## src/rtl/sdram_arb_pkg.sv

```systemverilog
// Shared types for the SDRAM port arbiter: FSM states, access op, default widths.
package sdram_arb_pkg;

    localparam int DEF_ADDR_W = 23;
    localparam int DEF_DATA_W = 32;
    localparam int GRANT_W    = 3;   // grant_id width, covers up to 8 requesters

    typedef enum logic [1:0] {
        IDLE,
        ISSUE,
        WAIT_DATA,
        DONE
    } arb_state_e;

    typedef enum logic {
        OP_READ,
        OP_WRITE
    } arb_op_e;

endpackage

```

## src/rtl/sdram_arbiter_rr_pick.sv

```systemverilog
// Combinational round-robin picker: first active index after last_grant, wrapping.
module rr_pick #(
    parameter int NUM_REQ = 3,
    parameter int IDX_W   = 3
) (
    input  logic [NUM_REQ-1:0] active,
    input  logic [IDX_W-1:0]   last_grant,
    output logic               found,
    output logic [IDX_W-1:0]   idx
);

    int cand;

    // Scan last_grant+1, +2, ... +NUM_REQ (mod NUM_REQ); the first hit wins.
    always_comb begin
        found = 1'b0;
        idx   = '0;
        cand  = 0;
        for (int k = 1; k <= NUM_REQ; k++) begin
            cand = int'(last_grant) + k;
            if (cand >= NUM_REQ) cand = cand - NUM_REQ;
            for (int i = 0; i < NUM_REQ; i++) begin
                if (!found && cand == i && active[i]) begin
                    found = 1'b1;
                    idx   = IDX_W'(i);
                end
            end
        end
    end

endmodule

```

## src/rtl/sdram_arbiter.sv

```systemverilog
// Serialises NUM_REQ read/write/finished requesters onto one Avalon-style SDRAM port.
// One access in flight, round-robin grant, watchdog on read data return.
module sdram_arbiter
    import sdram_arb_pkg::*;
#(
    parameter int NUM_REQ     = 3,
    parameter int ADDR_W      = DEF_ADDR_W,
    parameter int DATA_W      = DEF_DATA_W,
    parameter int TIMEOUT_CYC = 1023
) (
    input  logic                           i_clk,
    input  logic                           i_rst,
    input  logic [NUM_REQ-1:0]             req_read,
    input  logic [NUM_REQ-1:0]             req_write,
    input  logic [NUM_REQ-1:0][ADDR_W-1:0] req_addr,
    input  logic [NUM_REQ-1:0][DATA_W-1:0] req_writedata,
    output logic [DATA_W-1:0]              req_readdata,
    output logic [NUM_REQ-1:0]             req_finished,
    output logic [ADDR_W-1:0]              sdram_address,
    output logic                           sdram_read,
    output logic                           sdram_write,
    output logic [DATA_W-1:0]              sdram_writedata,
    input  logic [DATA_W-1:0]              sdram_readdata,
    input  logic                           sdram_readdatavalid,
    input  logic                           sdram_waitrequest,
    output logic [GRANT_W-1:0]             grant_id,
    output logic                           busy,
    output logic                           timeout_err
);

    localparam int WD_W = $clog2(TIMEOUT_CYC + 1);

    arb_state_e          state_q, state_d;
    arb_op_e             op_q, op_d;
    logic [GRANT_W-1:0]  id_q, id_d;
    logic [GRANT_W-1:0]  last_q, last_d;
    logic [ADDR_W-1:0]   addr_q, addr_d;
    logic [DATA_W-1:0]   wdata_q, wdata_d;
    logic [DATA_W-1:0]   rdata_q, rdata_d;
    logic [WD_W-1:0]     wd_q, wd_d;
    logic                terr_q, terr_d;
    logic [NUM_REQ-1:0]  fin_q, fin_d;

    logic                pick_found;
    logic [GRANT_W-1:0]  pick_idx;

    rr_pick #(
        .NUM_REQ (NUM_REQ),
        .IDX_W   (GRANT_W)
    ) u_rr_pick (
        .active     (req_read | req_write),
        .last_grant (last_q),
        .found      (pick_found),
        .idx        (pick_idx)
    );

    // State and datapath registers; reset abandons any access in flight.
    always_ff @(posedge i_clk or posedge i_rst) begin
        if (i_rst) begin
            state_q <= IDLE;
            op_q    <= OP_READ;
            id_q    <= '0;
            last_q  <= GRANT_W'(NUM_REQ - 1);
            addr_q  <= '0;
            wdata_q <= '0;
            rdata_q <= '0;
            wd_q    <= '0;
            terr_q  <= 1'b0;
            fin_q   <= '0;
        end else begin
            state_q <= state_d;
            op_q    <= op_d;
            id_q    <= id_d;
            last_q  <= last_d;
            addr_q  <= addr_d;
            wdata_q <= wdata_d;
            rdata_q <= rdata_d;
            wd_q    <= wd_d;
            terr_q  <= terr_d;
            fin_q   <= fin_d;
        end
    end

    // Next-state: grant in IDLE, hold strobe through stalls, wait for data or watchdog.
    always_comb begin
        state_d = state_q;
        op_d    = op_q;
        id_d    = id_q;
        last_d  = last_q;
        addr_d  = addr_q;
        wdata_d = wdata_q;
        rdata_d = rdata_q;
        wd_d    = wd_q;
        terr_d  = terr_q;
        fin_d   = '0;

        unique case (state_q)
            IDLE: begin
                if (pick_found) begin
                    id_d    = pick_idx;
                    state_d = ISSUE;
                    for (int i = 0; i < NUM_REQ; i++) begin
                        if (pick_idx == GRANT_W'(i)) begin
                            // write wins when a requester raises both
                            op_d    = req_write[i] ? OP_WRITE : OP_READ;
                            addr_d  = req_addr[i];
                            wdata_d = req_writedata[i];
                        end
                    end
                end
            end
            ISSUE: begin
                if (!sdram_waitrequest) begin
                    if (op_q == OP_WRITE) begin
                        state_d = DONE;
                    end else begin
                        state_d = WAIT_DATA;
                        wd_d    = '0;
                    end
                end
            end
            WAIT_DATA: begin
                if (sdram_readdatavalid) begin
                    rdata_d = sdram_readdata;
                    state_d = DONE;
                end else if (wd_q == WD_W'(TIMEOUT_CYC - 1)) begin
                    // this cycle is the TIMEOUT_CYC-th spent waiting
                    rdata_d = '0;
                    terr_d  = 1'b1;
                    state_d = DONE;
                end else begin
                    wd_d = wd_q + 1'b1;
                end
            end
            DONE: begin
                last_d  = id_q;
                state_d = IDLE;
            end
            default: state_d = IDLE;
        endcase

        // finished is registered so it is high exactly during the DONE cycle
        if (state_d == DONE) begin
            for (int i = 0; i < NUM_REQ; i++) begin
                fin_d[i] = (id_d == GRANT_W'(i));
            end
        end
    end

    assign sdram_read      = (state_q == ISSUE) && (op_q == OP_READ);
    assign sdram_write     = (state_q == ISSUE) && (op_q == OP_WRITE);
    assign sdram_address   = addr_q;
    assign sdram_writedata = wdata_q;
    assign req_readdata    = rdata_q;
    assign req_finished    = fin_q;
    assign grant_id        = id_q;
    assign busy            = (state_q != IDLE);
    assign timeout_err     = terr_q;

endmodule

```

## config.mk

```make
export PLATFORM = sky130hd
export DESIGN_NAME = sdram_arbiter
export DESIGN_NICKNAME = d
export VERILOG_FILES = /design/src/rtl/sdram_arb_pkg.sv /design/src/rtl/sdram_arbiter_rr_pick.sv /design/src/rtl/sdram_arbiter.sv
export SDC_FILE = /design/constraint.sdc
export NUM_CORES = 1
export LEC_CHECK = 0
export ABC_AREA = 1
export ABC_CLOCK_PERIOD_IN_PS = 8000
export CAP_MARGIN = 40
export CORE_UTILIZATION = 25
export CTS_BUF_LIST = sky130_fd_sc_hd__clkbuf_16
export DETAILED_ROUTE_END_ITERATION = 10
export GPL_TIMING_DRIVEN = 0
export PLACE_DENSITY = 0.64
export SLEW_MARGIN = 10
export SYNTH_ARGS = -nofsm -noshare
export SYNTH_HDL_FRONTEND = slang
export SYNTH_SLANG_ARGS = --single-unit
```

## constraint.sdc

```tcl
create_clock -name i_clk -period 8 [get_ports i_clk]
set_input_delay 1.6 -clock i_clk [delete_from_list [all_inputs] [get_ports i_clk]]
set_output_delay 1.6 -clock i_clk [all_outputs]
set_load 0.01 [all_outputs]
```

==> out/results.ini <==
[detailed_routing]
top_layer = met4
ant_nets = 0
drc_errors = 0
first_iter_violations = 387
avgViaCountPerCell = 4.38
via_count = 6665
firstDrtPassIters = 4
post_drt_wl_per_cell_um = 15.1
finalWirelength_mm = 22.9
dr_wl_met2_mm = 11.2
met3_length_mm = 1.70
wl_met1_mm = 9.56

[global_routing]
first_global_vias = 6778
globalRouteTotalUtil_pct = 17.7
antenna_found_initial = 0
grt_max_degree = 64
gr-total-overflow = 0
grt_pass1_wl_mm = 35.7

[sta]
tightest_slew_ns = 0.621
clock.fmax_mhz = 269
tns_ns = 0
fin_crit_sh_pct = 46.4
slew_headroom_pct = 58.5
rsz0062_at_grt = no
hold_violations = 0
finalClockSkew_ns = 0.0151
setup_viol = 0
final_max_slew_viol_count = 0
hold_ws_ns = 0.483
worst_slack_ns = 4.29
period_needed_ns = 3.71

[cts]
clockBufferDepth = 2
ctsResizeCount = 0
htree_levels = 3
worstSkewPairLatency_ns = 0.36
ctsHoldBuffers = 0
clk_pin_slew_ns = 0.08
cts_tree = yes
cts.sinks = 110
root_buffer = clkbuf_16
cts_setup_buffers = 0
cts_buffers = 9

[yosys]
yosys_warnings = 0
syn_area_mm2 = 0.00638
yosys-top-cells-area = dfrtp_1, nand2_1, inv_1
ys_ff_latch = 110
ys_types = 43
synth.avg_cell_area_um2 = 7.33
synthCells = 870
synth_common_cells = nand2_1, dfrtp_1, inv_1, nand3_1, a21oi_1
synthesis.nets = 1090
synth_top_cell_area_share_pct = 42.8
synth_most_common_cell = nand2_1
ys_seq_area_share_pct = 43.2
synth_edf_count = 0
async_flop_share_pct = 100
ys.flop_type = dfrtp_1
yosysTopAreaCell = dfrtp_1

[layout]
layout.nets = 1405
stdcell_count = 1520
n_antenna_cell = 0
syn_to_final_growth_pct = 59.3
fillers = 2630
layout-drive-gt1-share_pct = 6.39

[worst_hold_path]
hp-start = sdram_address[17]$_DFFE_PP0P_
worstHoldPathCells = 2
min_to = sdram_address[17]$_DFFE_PP0P_
hp-class = register to register

[worst_setup_path]
cp.required_ns = 8.24
worst_setup_path_start_kind = input pin
critPathKind = input pin to register
path_max_fanout = 10
crit_arrival_ns = 3.95
r2r_slack_ns = 4.57
rr_worst_depth = 19
rr_endpoint = sdram_address[20]$_DFFE_PP0P_
rr_startpoint = last_q[1]$_DFFE_PP1N_
endpoint_kind = register

[placement]
gp_congestion = 0.857
place_hpwl_mm = 17.6
pre_cts_ws_ns = 3.89
dp.cells = 1504
port_buffers = 303

[power]
vdd_drop_max_uv = 89.8
p_per_area_mw_per_mm2 = 120
power_leakage_uw = 0.00518

[die]
core_mm2 = 0.0251
die_x_um = 162
rows = 58
io_pins = 304
die_h_um = 162
dieArea_mm2 = 0.0262
initial_core_util_pct = 25.4

[outcome]
status = finished, final reports clean

[run]
maxCapViolCount = 0

how the worst max path moves through the flow:
stage / slack, ns / end / from
after floorplan: 3.50 / grant_id[0]$_DFF_PP0_ / i_rst
after global placement: 1.50 / sdram_address[9]$_DFFE_PP0P_ / i_rst
after detailed placement: 3.89 / sdram_writedata[0]$_DFFE_PP0P_ / req_write[2]
after CTS: 4.26 / sdram_writedata[0]$_DFFE_PP0P_ / req_write[2]
after global routing: 4.02 / sdram_writedata[0]$_DFFE_PP0P_ / req_write[2]
final: 4.29 / sdram_writedata[0]$_DFFE_PP0P_ / req_write[2]
where the power goes:
part | total (µW) | internal (µW) | switching [µW]
combinational | 172 | 119 | 53.0
sequential | 571 | 565 | 5.48
clock | 472 | 225 | 247
total | 1220 | 910 | 305
metrics by stage:
stage          area, µm²  util [%]  total power (µW)
2_1_floorplan       6380         -               623
3_3_place_gp        9820      39.1               753
3_5_place_dp        9860      39.3               755
4_1_cts            10200      40.5              1240
5_1_grt            10200      40.5              1280
6_report           10200      40.5              1220
placed cells by master, fill, tap and decap left out, types with 2 or more instances in the layout:
cell	count
a21oi_1	65
a22o_1	32
buf_2	17
buf_4	10
buf_6	5
buf_8	2
clkbuf_1	7
clkbuf_16	9
clkdlybuf4s50_1	303
dfrtp_1	109
ha_1	13
inv_1	95
inv_2	4
inv_6	2
inv_8	2
nand2_1	348
nand2_2	4
nand2_4	3
nand3_1	67
nand3_2	3
nand4_1	9
nor2_1	31
nor2_2	3
nor3_1	6
o21ai_0	11
o22ai_1	2
xor2_1	3
sequential cells by signal (all words and copies together), names as in the netlist:
name             count
req_readdata        32
sdram_writedata     32
sdram_address       23
wd_q                10
grant_id             3
last_q               3
req_finished         3
state_q              2
op_q                 1
timeout_err          1
cells by family after synthesis:
logic type	count (synthesis)	synth area share [%]
flip-flops	110	43.2
adder cells (fa/ha/maj)	13	2.55
AND/OR/NAND/NOR	481	31.6
XOR/XNOR	4	0.549
AO/OA/AOI/OAI	119	11.6
buffers and inverters	143	10.5
metal layers:
layer	up-vias	GRT usage, %
li1	3397	-
met1	3000	20.6
met2	237	31.3
met3	31	4.98
met4	0	5.53
met5	-	0
cell type report:
class                      count  area, µm²  share of cell area (%)
multi-input combinational    617       2960                    29.1
timing repair buffer         304       3060                    30.1
sequential                   110       2750                    27.1
tap                          330        413                    4.06
buffer                        43        293                    2.88
clock buffer                   9        225                    2.22
clock inverter                 7       80.1                   0.788
inverter                     100        380                    3.74
worst max-delay path, stage by stage:
cell and delay [ns]:
clkdlybuf4s50_1 0.53, nor2_1 0.08, inv_1 0.08, nand2_1 0.05
nor3_1 0.42, nor3_2 0.14, nand4_1 0.10, nand2_1 0.13
inv_2 0.10, buf_8 0.15, buf_4 0.22, nand3_1 0.17
nand2_1 0.10, nand2_1 0.06
Note: power is estimated with default switching activity, not from simulation.
